File: config.mk
export PLATFORM = sky130hd
export DESIGN_NAME = shumezues_sekuencial
export DESIGN_NICKNAME = d
export VERILOG_FILES = /design/src/rtl/shumezues_sekuencial_pkg.sv /design/src/rtl/shumezues_sekuencial_mbledhesi.sv /design/src/rtl/shumezues_sekuencial.sv
export SDC_FILE = /design/constraint.sdc
export NUM_CORES = 1
export LEC_CHECK = 0
export CORE_ASPECT_RATIO = 0.9
export CORE_MARGIN = 8
export CORE_UTILIZATION = 30
export CTS_BUF_LIST = sky130_fd_sc_hd__clkbuf_4
export CTS_CLUSTER_SIZE = 20
export DETAILED_ROUTE_END_ITERATION = 8
export MAX_ROUTING_LAYER = met4
export PLACE_DENSITY_LB_ADDON = 0.1
export SLEW_MARGIN = 20
export SYNTH_ARGS = -nofsm -noshare
export SYNTH_HDL_FRONTEND = slang
export SYNTH_HIERARCHICAL = 1
export SYNTH_SLANG_ARGS = --single-unit
File: constraint.sdc
create_clock -name Clock -period 31.9 [get_ports Clock]
set_clock_uncertainty 0.1 [all_clocks]
set_input_delay 3.19 -clock Clock [delete_from_list [all_inputs] [get_ports Clock]]
set_output_delay 3.19 -clock Clock [all_outputs]
set_load 0.01 [all_outputs]
File: src/rtl/shumezues_sekuencial_pkg.sv
// Shared definitions for the 24-bit CPU datapath: operand width, iteration
// count and the multiplier controller state encoding.
package cpu24_pkg;

  localparam int GJERESIA = 24;
  localparam int HAPA     = 24;
  localparam int CNT_W    = 5;

  localparam logic [1:0] ST_IDLE       = 2'd0;
  localparam logic [1:0] ST_LLOGARIT   = 2'd1;
  localparam logic [1:0] ST_PERFUNDUAR = 2'd2;

  typedef enum logic [1:0] {
    IDLE       = ST_IDLE,
    LLOGARIT   = ST_LLOGARIT,
    PERFUNDUAR = ST_PERFUNDUAR
  } gjendja_e;

  // True on the iteration whose result completes the product.
  function automatic logic hapi_fundit(input logic [CNT_W-1:0] cnt);
    return cnt == CNT_W'(HAPA - 1);
  endfunction

endpackage

File: src/rtl/shumezues_sekuencial_mbledhesi.sv
// 24-bit ripple-carry adder shared by the datapath; one full adder per bit,
// each stage carrying into the next.
module Mbledhesi24Bitesh
  import cpu24_pkg::*;
(
  input  logic [GJERESIA-1:0] A,
  input  logic [GJERESIA-1:0] B,
  input  logic                CIN,
  output logic [GJERESIA-1:0] Shuma,
  output logic                CarryOut
);

  for (genvar i = 0; i < GJERESIA; i++) begin : g_bit
    logic ci;
    logic co;
    if (i == 0) begin : g_first
      assign ci = CIN;
    end else begin : g_rest
      assign ci = g_bit[i-1].co;
    end
    assign Shuma[i] = A[i] ^ B[i] ^ ci;
    assign co       = (A[i] & B[i]) | (ci & (A[i] ^ B[i]));
  end

  assign CarryOut = g_bit[GJERESIA-1].co;

endmodule

File: src/rtl/shumezues_sekuencial.sv
// Sequential 24x24 unsigned shift-and-add multiplier; one adder step per
// clock, controlled by a Start/Ready/Done handshake with synchronous abort.
module shumezues_sekuencial
  import cpu24_pkg::*;
(
  input  logic                  Clock,
  input  logic                  Reset_n,
  input  logic                  Start,
  input  logic                  Anulo,
  input  logic [GJERESIA-1:0]   Shumezuesi,
  input  logic [GJERESIA-1:0]   Shumezori,
  output logic                  Ready,
  output logic                  Done,
  output logic [2*GJERESIA-1:0] Produkti
);

  gjendja_e                state_q, state_d;
  logic [GJERESIA-1:0]     m_q, m_d;
  logic [GJERESIA-1:0]     hi_q, hi_d;
  logic [GJERESIA-1:0]     lo_q, lo_d;
  logic [CNT_W-1:0]        cnt_q, cnt_d;
  logic [2*GJERESIA-1:0]   prod_q, prod_d;

  logic [GJERESIA-1:0]     b_mask;
  logic [GJERESIA-1:0]     shuma;
  logic                    carry_out;
  logic [GJERESIA-1:0]     step_hi;
  logic [GJERESIA-1:0]     step_lo;

  // Add M only when the current multiplier bit is set; the carry becomes
  // the new top bit of Hi and the sum's LSB shifts down into Lo.
  assign b_mask = lo_q[0] ? m_q : '0;

  Mbledhesi24Bitesh u_mbledhesi (
    .A        (hi_q),
    .B        (b_mask),
    .CIN      (1'b0),
    .Shuma    (shuma),
    .CarryOut (carry_out)
  );

  assign step_hi = {carry_out, shuma[GJERESIA-1:1]};
  assign step_lo = {shuma[0], lo_q[GJERESIA-1:1]};

  always_comb begin
    state_d = state_q;
    m_d     = m_q;
    hi_d    = hi_q;
    lo_d    = lo_q;
    cnt_d   = cnt_q;
    prod_d  = prod_q;
    case (state_q)
      IDLE: begin
        if (Start) begin
          m_d     = Shumezuesi;
          hi_d    = '0;
          lo_d    = Shumezori;
          cnt_d   = '0;
          state_d = LLOGARIT;
        end
      end
      LLOGARIT: begin
        // Abort wins over the final step: no write to Produkti, no Done.
        if (Anulo) begin
          state_d = IDLE;
        end else begin
          hi_d  = step_hi;
          lo_d  = step_lo;
          cnt_d = cnt_q + CNT_W'(1);
          if (hapi_fundit(cnt_q)) begin
            prod_d  = {step_hi, step_lo};
            state_d = PERFUNDUAR;
          end
        end
      end
      PERFUNDUAR: begin
        state_d = IDLE;
      end
      default: begin
        state_d = IDLE;
      end
    endcase
  end

  always_ff @(posedge Clock or negedge Reset_n) begin
    if (!Reset_n) begin
      state_q <= IDLE;
      m_q     <= '0;
      hi_q    <= '0;
      lo_q    <= '0;
      cnt_q   <= '0;
      prod_q  <= '0;
    end else begin
      state_q <= state_d;
      m_q     <= m_d;
      hi_q    <= hi_d;
      lo_q    <= lo_d;
      cnt_q   <= cnt_d;
      prod_q  <= prod_d;
    end
  end

  assign Ready    = (state_q == IDLE);
  assign Done     = (state_q == PERFUNDUAR);
  assign Produkti = prod_q;

endmodule

==> results of run 1 <==
==> worst max-delay path by stage <==
stage	from	end	slack, ps	cells after the start
2_1_floorplan	lo_q[0]	hi_q[22]	21920	31
4_1_cts	lo_q[0]	hi_q[22]	20990	31
3_3_place_gp	lo_q[0]	hi_q[22]	21160	31
5_1_grt	lo_q[0]	hi_q[22]	20560	31
6_report	lo_q[0]	hi_q[22]	20990	31
3_5_place_dp	lo_q[0]	hi_q[22]	21110	31
==> power by group <==
part           switching (W)  internal (W)
Sequential         0.0000224      0.000188
Combinational      0.0000475     0.0000438
Clock              0.0000603     0.0000561
Total               0.000130      0.000288
==> routing by layer <==
layer,vias to the layer above,part of all wire,wire length (um),track usage
met5,-,0,0,-
met4,0,0.011,153,0.0371
met3,8,0.045,632,0.0364
met2,84,0.44,6170,0.179
met1,1866,0.50,6950,0.167
li1,1806,-,-,-
==> worst min-delay path: cells and delay by family, from the launching register on <==
family / cells / cell delay (ps)
flip-flops: 1 / 350
AND/OR/NAND/NOR: 2 / 100
==> per-stage QoR <==
stage / setup slack, ps / std cells / instance area, um2 / total power [W] / util
after global placement: 21160 / 803 / 7010 / 0.000303 / 0.367
final: 20990 / 838 / 7360 / 0.000418 / 0.385
after CTS: 20990 / 836 / 7330 / 0.000426 / 0.384
after floorplan: 21920 / 480 / 5810 / 0.000268 / -
after global routing: 20560 / 838 / 7360 / 0.000448 / 0.385
after detailed placement: 21110 / 804 / 7040 / 0.000306 / 0.369
==> kinds of logic (layout without fill, tap and decap cells) <==
family / count (synthesis) / in the layout / synth area share
flops: 127 / 127 / 0.547
fa+ha+maj: 25 / 25 / 0.0849
mux: 75 / 75 / 0.146
buf+inv: 45 / 152 / 0.0392
compound gates: 54 / 54 / 0.0575
other cells: 1 / 2 / 0.000646
simple gates: 153 / 153 / 0.125
==> state kept, by name, indices dropped and copies added, names as in the netlist <==
signal	flops
Produkti	48
hi_q	24
lo_q	24
m_q	24
cnt_q	5
state_q	2
==> Yosys cell counts <==
cell type,n
o21ai_0,36
ha_1,1
conb_1,1
and2_1,25
nand2_1,81
clkbuf_1,12
buf_1,2
mux2_2,40
mux2_4,9
fa_1,24
inv_1,11
and4b_1,1
nor2_1,4
buf_6,5
a21oi_1,1
mux2i_1,26
or3b_2,1
buf_4,1
nor3b_2,2
or3b_1,1
buf_2,14
nand4_1,1
dfrtp_1,127
nand3_1,33
nor2b_1,3
or3_1,1
a22o_1,17
==> area by class of cell <==
class / instances / share of cell area
inverters: 11 / 0.00561
multi-input cells: 308 / 0.329
repair buffers: 109 / 0.150
flip-flops and latches: 127 / 0.432
clock inverters: 12 / 0.0196
diodes: 1 / 0.000340
clock buffers: 20 / 0.0204
well taps: 250 / 0.0425
==> impl_metrics.yaml, run 1 <==
status:
  run_status: "finished, final reports clean"
routing:
  ant_nets: 0
  wl_per_cell_um: 16.6
  drt-total-wl_mm: 13.9
  dr.pass1.iters: 4
  vias_per_cell: 4.49
  drt_iter0_markers: 177
  drc: 0
  dr_total_vias: 3764
clock_network:
  cts_buffers: 17
  cts_setup_buffers: 0
  htreeDepth: 4
  clock_sinks: 127
  cts_tree: "yes"
  cts_root_buffer: "clkbuf_4"
  clockBufferDepth: 2
  insertion_delay_ps: 520
  cts.repair.resized: 0
  clk_pin_slew_ps: 110
  hold_buffers: 0
cells_and_area:
  final_nets: 651
  drive_gt1_frac: 0.160
  seqCellArea_mm2: 0.00318
  final_cell_mix: "dfrtp_1 (127), clkdlybuf4s50_1 (100), nand2_1 (81)"
  multi_input_area_mm2: 0.00242
  fillCellCount: 1879
  area.growth.synth_to_final_pct: 26.7
  layout_commonest_cell: "dfrtp_1"
timing:
  slew_viol_final: 0
  rsz0062_at_grt: "no"
  fmax_ghz: 0.0917
  finalSetupViolCount: 0
  hold_viol: 0
  min_period_ps: 10910
  relSlewSlack: 0.499
  timing.final.crit_share: 0.342
  fin_hold_ws_ps: 378
  tns_ps: 0
  worst_pin_slew_ps: 752
yosys:
  synth_top_area_cell: "dfrtp_1"
  synth_top_cells_by_area: "dfrtp_1 (55%), fa_1 (8.3%), mux2_2 (7.8%)"
  yosys_warnings: 6
  synthCells: 480
  ys_types: 27
  synthesis.area_mm2: 0.00581
  ys_ff_latch: 127
  synth_top_area_frac: 0.547
  ys_seq_area_frac: 0.547
  avgSynthCellArea_um2: 12.1
  synth_nets: 557
setup_path:
  worstPathArrival_ps: 11240
  r2r-end: "hi_q[22]"
  crit_family: "adder cells"
  cp_slowest_cell: "dfrtp_1"
  r2r_start: "lo_q[0]"
  r2r_slack_ps: 20990
  crit_fanout: 25
  crit_top_cell: "fa_1"
  r2r_cells: 31
  max_stage_delay_ps: 650
  end_kind: "register"
  path_buf_inv: 4
  startpoint_type: "register"
  path_class: "reg -> reg"
  cp.required_ps: 32230
floorplanning:
  start_util: 0.304
  ios: 102
  rows: 48
  die_y_um: 148
  dieWidth_um: 163
  die_area_mm2: 0.0241
  core-area_mm2: 0.0191
global_route:
  grt_pass1_wl_mm: 22.9
  antenna_found_initial: 1
  grt_overflow: 0
  grt_max_degree: 75
  grt_pass1_vias: 4157
  gr-usage-all-layers: 0.125
job:
  max_cap_viol_count: 0
pwr:
  p_leak_nw: 3.46
  powerDensity_mw_per_mm2: 56.8
  ir_drop_v: 0.0000185
placement:
  dpl.hpwl_mm: 9.21
  gp_congestion: 0.713
  port_buffers: 101
hold_path:
  holdCritStartpoint: "m_q[7]"
  min_path_cells: 2
  min_to: "m_q[7]"
  hp-class: "reg -> reg"
Power figures use the tool's default switching activity.
==> inputs of run 2 (changes only) <==
- clock period: 31.9 -> 10.02 ns (I/O delays scaled with it)
==> impl_metrics.yaml, run 2 (synthesized netlist as in run 1, its figures left out) <==
setup_path:
  r2r_cells: 31
  startpoint_type: "register"
  crit_top_cell: "fa_2"
  worstPathArrival_ps: 10080
  crit_fanout: 2
  cp.required_ps: 10350
  path_class: "reg -> reg"
  r2r-end: "hi_q[22]"
  r2r_start: "lo_q[0]"
  cp_slowest_cell: "fa_1"
  max_stage_delay_ps: 410
  end_kind: "register"
  r2r_slack_ps: 270
timing:
  worst_pin_slew_ps: 882
  finalSetupViolCount: 0
  hold_viol: 0
  tns_ps: 0
  slew_viol_final: 0
  fin_hold_ws_ps: 369
  rsz0062_at_grt: "no"
  fmax_ghz: 0.103
  timing.final.crit_share: 0.973
  relSlewSlack: 0.412
  min_period_ps: 9750
  layout_setup_ws_ps: 269
routing:
  dr_total_vias: 3751
  ant_nets: 0
  drc: 0
  dr.pass1.iters: 4
  drt_iter0_markers: 158
  wl_per_cell_um: 16.9
  drt-total-wl_mm: 14.1
  vias_per_cell: 4.49
job:
  max_cap_viol_count: 0
floorplanning:
  dieWidth_um: 163
  die_area_mm2: 0.0241
  core-area_mm2: 0.0191
  start_util: 0.304
  ios: 102
  die_y_um: 148
  rows: 48
pwr:
  p_sw_frac: 0.320
  clock_power_share: 0.238
  power_switching_w: 0.000407
  powerDensity_mw_per_mm2: 174
  ir_drop_v: 0.0000558
  p_leak_nw: 3.41
  intPower_w: 0.000866
  comb_power_share: 0.240
  power_frac_seq: 0.522
cells_and_area:
  largest_register_ffs: 48
  fillCellCount: 1901
  drive_gt1_frac: 0.181
  area.growth.synth_to_final_pct: 26.0
  final_cell_mix: "dfrtp_1 (127), clkdlybuf4s50_1 (100), nand2_1 (81)"
  design_area_mm2: 0.00732
  final_nets: 652
  layout_commonest_cell: "dfrtp_1"
placement:
  place_area_mm2: 0.00706
  post-place-ws_ps: -321
  gp_congestion: 0.714
  port_buffers: 101
  dpl.hpwl_mm: 9.47
clock_network:
  cts_setup_buffers: 0
  hold_buffers: 0
  clockBufferDepth: 2
  clk_pin_slew_ps: 100
  insertion_delay_ps: 510
  cts_root_buffer: "clkbuf_4"
  cts_buffers: 17
  cts_tree: "yes"
  htreeDepth: 4
  clock_sinks: 127
global_route:
  grt_overflow: 0
  grt_pass1_vias: 4240
  grt_pass1_wl_mm: 23.3
  gr-usage-all-layers: 0.127
  grt_max_degree: 67
  antenna_found_initial: 1
hold_path:
  hp-class: "in -> async"
status:
  run_status: "finished, final reports clean"
-- run 2: cell count changes in the layout (fill, tap and decap cells not counted), sizes merged --
cell / delta
clkinvlp: -1
bufinv: -2
buf: +1
-- run 2: area by class of cell --
cell class                 count  area [um2]  area share
tap                          250         313      0.0428
antenna                        1        2.50    0.000342
multi-input combinational    308        2460       0.336
inverter                      11        41.3     0.00564
sequential                   127        3180       0.434
timing repair buffer         110        1100       0.150
clock buffer                  20         150      0.0205
clock inverter                 9        72.6     0.00992
-- run 2: worst max path at each step --
stage / from / to / slack, ps / cells past startpoint
finish: lo_q[0] / hi_q[22] / 270 / 31
global route: m_q[0] / hi_q[22] / 30 / 31
CTS: m_q[0] / hi_q[22] / 7 / 31
detailed placement: m_q[0] / hi_q[22] / -320 / 31
global placement: m_q[0] / hi_q[22] / -320 / 31
floorplan: lo_q[0] / hi_q[22] / 40 / 31
-- run 2: metal layers --
layer  wire length, um  GRT usage  share of wire
met5                 0          -              0
met4               109     0.0302         0.0077
met3               640     0.0361          0.045
met2              6450      0.193           0.46
met1              6940      0.166           0.49
-- run 2: critical path, delay by kind of cell, from the launching register on --
family | cells | cell delay [ps]
adder cells (fa/ha/maj) | 24 | 8580
flip-flops | 1 | 400
buffers and inverters | 4 | 280
AND/OR/NAND/NOR | 2 | 210
AO/OA/AOI/OAI | 1 | 120
-- run 2: metrics by stage --
step / util / cells / total power [W]
floorplan: - / 480 / 0.000852
detailed placement: 0.369 / 806 / 0.000976
CTS: 0.382 / 835 / 0.00130
global placement: 0.368 / 805 / 0.000970
finish: 0.383 / 836 / 0.00127
global route: 0.383 / 836 / 0.00137
-- run 2: power by group through the flow --
| stage | Sequential, W | Combinational [W] | Clock (W) |
|---|---|---|---|
| 2_1_floorplan | 0.000655 | 0.000197 | 0 |
| 3_3_place_gp | 0.000673 | 0.000297 | 0 |
| 3_5_place_dp | 0.000675 | 0.000301 | 0 |
| 4_1_cts | 0.000665 | 0.000310 | 0.000321 |
| 5_1_grt | 0.000679 | 0.000349 | 0.000342 |
| 6_report | 0.000664 | 0.000305 | 0.000303 |
-- run 2: what timing repair did --
item | CTS | global route
gates resized for setup | 9 | 6
pin swaps | 0 | 0
endpoints found under the setup margin | 6 | 4
==> RTL change 1 (config.mk and constraints of run 1) <==
Take the reset off `lo_q` and load it in a clocked block of its own.
--- a/src/rtl/shumezues_sekuencial.sv
+++ b/src/rtl/shumezues_sekuencial.sv
@@ -87,17 +87,19 @@
       state_q <= IDLE;
       m_q     <= '0;
       hi_q    <= '0;
-      lo_q    <= '0;
       cnt_q   <= '0;
       prod_q  <= '0;
     end else begin
       state_q <= state_d;
       m_q     <= m_d;
       hi_q    <= hi_d;
-      lo_q    <= lo_d;
       cnt_q   <= cnt_d;
       prod_q  <= prod_d;
     end
+  end
+
+  always_ff @(posedge Clock) begin
+    lo_q <= lo_d;
   end
 
   assign Ready    = (state_q == IDLE);
Formal check against the unedited RTL: no difference found for any inputs over 10 cycles, from zero or initial values and one cycle with Reset_n low; that may be too few to reach the edited logic, so the function may still have changed.
==> RTL change 1 against run 1 <==
Fmax rose by 1.6%. Area after synthesis decreased by 2.0%. Sequential cell count is the same. Power rose by 2.2%. Synthesized cell count decreased by 23%. Sequential share of layout area increased by 2.6 points. Sequential power grew 2%. Final area down 2.1%. Via count fell by 15%. Final cell count is 13% lower. Core utilization is 0.48 points higher. Setup slack improved by 0.17 ns. Routed wire length shrank 12%. Highest routed layer unchanged.
==> RTL change 1: results (changes against run 1) <==
outcome: "finished, final reports clean"
detail_route.iter0.violations: 88  # -50%
detailed_place.area_um2: 6920  # -1.8%
yosys-top-cells-count: "sky130_fd_sc_hd__dfrtp_1, sky130_fd_sc_hd__mux2_2, sky130_fd_sc_hd__and2_1, sky130_fd_sc_hd__edfxtp_1, sky130_fd_sc_hd__fa_1"
global_route_wire_length_before_repair_mm: 20.3  # -11%
tightestPinTransition_ns: 1.04  # +0.287 ns
grtUsageMet2: 0.170  # -0.00899
layout.filler_cells: 1797  # -4.4%
multiplexer_share_of_the_synthesized_area: 0.212  # +0.0663
p_leak_nw: 3.15  # -9.0%
timing.hold.worst.start: "lo_q[18]"
layout.nets: 550  # -16%
synth_compound_area_frac: 0.0332  # -0.0243
synth_top_cell_area_share: 0.453  # -0.0943
grt_start_max_net_pins: 68  # -9.3%
met2WireLength_mm: 5.81  # -5.8%
dr_total_vias: 3206  # -15%
post_synth_num_cell_types: 33  # +22%
first_pass_iters: 5  # +1
route.met3.wl_um: 470  # -26%
vias_per_cell: 4.39  # -2.4%
place.detailed.instances: 699  # -13%
worst_path_largest_cell_delay_ns: 0.71  # +0.06 ns
largest_register_ffs: 48  # unchanged
grt_antenna_before_repair: 0  # -1
grt_usage: 0.113  # -0.0120
postSynthNetCount: 445  # -20%
clk-insertion-delay-late_ns: 0.50  # -0.02 ns
finalWirelength_mm: 12.2  # -12%
reg_to_reg_slack_setup_ns: 21.17  # +0.17 ns
critPathMaxFanout: 24  # -4.0%
gr-usage-met3: 0.0377  # +0.00124
whs_path_depth: 1  # -1
synth-seq-area-share: 0.580  # +0.0323
first_global_vias: 3653  # -12%
synthXorXnorAreaFrac: 0.00154  # +0.00154
number_of_enable_type_register_cells_in_the_synthesized_netlist: 24  # +24
hold_path_end: "Produkti[17]"
post_route_cells_drive_above_1_share: 0.278  # +0.118
num_antenna_cells: 0  # -1
synthArstFlopShare: 0.811  # -0.189
post-place-ws_ns: 21.10  # -0.0165 ns
groute.layer.met1.usage: 0.143  # -0.0239
post-dp-hpwl_mm: 8.37  # -9.1%
reg2reg_from: "lo_q[0]"
whs_ns: 0.393  # +0.0148 ns
synth.avg_cell_area_um2: 15.5  # +28%
RTL change 1: cell count changes after synthesis, sizes merged, moves of 8 or more:
| cell | change |
|---|---|
| o21ai | -35 |
| inv | +8 |
| dfrtp | -24 |
| clkbuf | -8 |
| mux2i | -18 |
| edfxtp | +24 |
| nand3 | -31 |
| nand2 | -73 |
| mux2 | +48 |
RTL change 1: kinds of logic (layout without fill, tap and decap cells):
group	after synthesis	in the layout
other cells	1	1
mux	105	105
buf+inv	38	156
flops	127	127
simple gates	48	48
fa+ha+maj	25	25
xor+xnor	1	1
compound gates	23	23
RTL change 1: worst max-delay path by stage:
stage / startpoint / end / slack [ns] / depth (start not counted)
after floorplan: lo_q[0] / hi_q[22] / 21.91 / 31
after global placement: lo_q[0] / hi_q[22] / 21.19 / 31
after detailed placement: lo_q[0] / hi_q[22] / 21.10 / 31
after CTS: lo_q[0] / hi_q[22] / 21.09 / 31
after global routing: lo_q[0] / hi_q[22] / 20.61 / 31
final: lo_q[0] / hi_q[22] / 21.17 / 31
RTL change 1: report_power, final:
part,switching (mW),internal (mW),total [mW]
registers,0.0199,0.194,0.214
logic,0.0463,0.0524,0.0987
clock network,0.0565,0.0575,0.114
RTL change 1: area by class of cell:
type	instances	area, um^2	share of cell area
clock inverter	10	120	0.0167
clock buffer	22	165	0.0229
tap	245	307	0.0426
sequential	127	3300	0.458
inverter	19	71.3	0.00990
timing repair buffer	105	1040	0.144
multi-input combinational	203	2200	0.306
RTL change 1: worst max-delay path, delay by kind of cell, from the launching register on:
kind          cells  cell delay [ns]
fa+ha+maj        24             9.09
buf+inv           4             0.27
flops             1             0.71
mux               1             0.15
simple gates      2             0.34
==> RTL change 2 (settings of run 1) <==
Made on the original files. Set the package constant `GJERESIA` to 12 (it was 24).
--- a/src/rtl/shumezues_sekuencial_pkg.sv
+++ b/src/rtl/shumezues_sekuencial_pkg.sv
@@ -2,7 +2,7 @@
 // count and the multiplier controller state encoding.
 package cpu24_pkg;
 
-  localparam int GJERESIA = 24;
+  localparam int GJERESIA = 12;
   localparam int HAPA     = 24;
   localparam int CNT_W    = 5;
 
Interface: changed (resized Produkti, Shumezori and Shumezuesi); port bits go from 102 to 54. No check against the original RTL was run, so the function may have changed too.
==> RTL change 2 against run 1 <==
Area after synthesis decreased by 45%. Sequential power decreased by 48%. Sequential cell count decreased by 60. Power decreased by 52%. Final cell count decreased by 45%. Final area decreased by 47%. Setup slack improved by 5.2 ns. Routed wire length decreased by 47%.
==> RTL change 2: results (changes against run 1) <==
outcome: "finished, final reports clean"
final-setup-viol-count: 0  # unchanged
critical-path-slowest-cell: "sky130_fd_sc_hd__dfrtp_1"
critPathArrivalTime_ns: 5.92  # -5.32 ns
largest_register_ffs: 24  # -50%
finalWirelength_mm: 7.33  # -47%
layout.nets: 369  # -43%
grt_start_max_net_pins: 68  # -9.3%
postSynthNetCount: 318  # -43%
tritoncts.num_buffers: 9  # -8
portBuffers: 53  # -48%
critPathMaxFanout: 13  # -48%
max-vdd-ir-drop_mv: 0.0145  # -22%
yosys-top-cells-count: "sky130_fd_sc_hd__dfrtp_1, sky130_fd_sc_hd__nand2_1, sky130_fd_sc_hd__nand3_1, sky130_fd_sc_hd__o21ai_0, sky130_fd_sc_hd__mux2_4"
timing.hold.worst.start: "m_q[0]"
htreeDepth: 3  # -1
clk-insertion-delay-late_ns: 0.41  # -0.11 ns
max-slew-margin-rel: 0.368  # -0.131
detail_route.iter0.violations: 136  # -23%
worst_path_largest_cell_delay_ns: 0.49  # -0.16 ns
global_route_wire_length_before_repair_mm: 12.4  # -46%
final_estimated_routing_congestion_in_global_placement: 0.781  # +9.6%
dr_total_vias: 2133  # -43%
grt_antenna_before_repair: 0  # -1
synthArstFlopShare: 1.00  # unchanged
post_route_cells_drive_above_1_share: 0.139  # -0.0212
post_synth_num_cell_types: 32  # +19%
grt_usage: 0.113  # -0.0113
synth.area.top_cells: "sky130_fd_sc_hd__dfrtp_1, sky130_fd_sc_hd__mux2_4, sky130_fd_sc_hd__fa_1"
post-dp-hpwl_mm: 4.72  # -49%
p_leak_nw: 1.84  # -47%
synth-seq-area-share: 0.521  # -0.0259
num_antenna_cells: 0  # -1
first_global_vias: 2324  # -44%
RTL change 2: cell types whose count changed in the layout (fill, tap and decap cells not counted), moves of 7 or more:
cell	change
sky130_fd_sc_hd__fa_1	-12
sky130_fd_sc_hd__clkbuf_4	-11
sky130_fd_sc_hd__and2_1	-12
sky130_fd_sc_hd__nand3_1	-7
sky130_fd_sc_hd__mux2_2	-35
sky130_fd_sc_hd__mux2i_1	-13
sky130_fd_sc_hd__o21ai_0	-16
sky130_fd_sc_hd__a22o_1	-16
sky130_fd_sc_hd__mux2_4	+10
sky130_fd_sc_hd__nand2_1	-30
sky130_fd_sc_hd__dfrtp_1	-60
sky130_fd_sc_hd__clkdlybuf4s50_1	-48
RTL change 2: metrics by stage:
step	area (um^2)	cells	setup slack (ns)
after CTS	3930	464	26.15
after global routing	3930	464	25.82
after floorplan	3220	277	26.50
final	3930	464	26.19
after global placement	3830	450	26.24
after detailed placement	3830	450	26.13
RTL change 2: cell type report:
type	count	area, um^2
repair buffers	57	556
multi-input cells	182	1400
clock buffers	9	67.6
clock inverters	5	22.5
flip-flops and latches	67	1680
well taps	133	166
fillers	1065	6710
inverters	11	41.3
RTL change 2: kinds of logic after synthesis:
kind of cell    synth area share
simple gates               0.157
flops                      0.521
mux                        0.147
compound gates            0.0498
buf+inv                   0.0455
fa+ha+maj                 0.0786
other cells              0.00117
RTL change 2: worst min-delay path, stage by stage, from the launching register on:
cell	delay, ns
sky130_fd_sc_hd__dfrtp_1	0.35
sky130_fd_sc_hd__nand2_1	0.05
sky130_fd_sc_hd__nand2_1	0.06
RTL change 2: final timing paths:
check / end / slack, ns / depth (start not counted)
worst max-delay path: hi_q[10] / 26.19 / 19
worst min-delay path: m_q[0] / 0.38 / 2
worst max register to register: hi_q[10] / 26.19 / 19
worst min register to register: m_q[0] / 0.38 / 2
max in group asynchronous: Produkti[15] / 28.25 / 2
min in group asynchronous: Produkti[6] / 2.86 / 2
RTL change 2: per-layer routing:
| metal | global-route usage | up-vias | part of all wire | routed length (um) |
|---|---|---|---|---|
| li1 | - | 1026 | - | - |
| met1 | 0.150 | 1053 | 0.51 | 3720 |
| met2 | 0.164 | 44 | 0.44 | 3250 |
| met3 | 0.0284 | 10 | 0.032 | 234 |
| met4 | 0.0438 | 0 | 0.016 | 115 |
| met5 | - | - | 0 | 0 |
RTL change 2: power breakdown:
| part | total (mW) | switching [mW] | internal (mW) |
|---|---|---|---|
| combinational | 0.0463 | 0.0255 | 0.0208 |
| clock | 0.0435 | 0.0292 | 0.0143 |
| sequential | 0.110 | 0.0120 | 0.0983 |
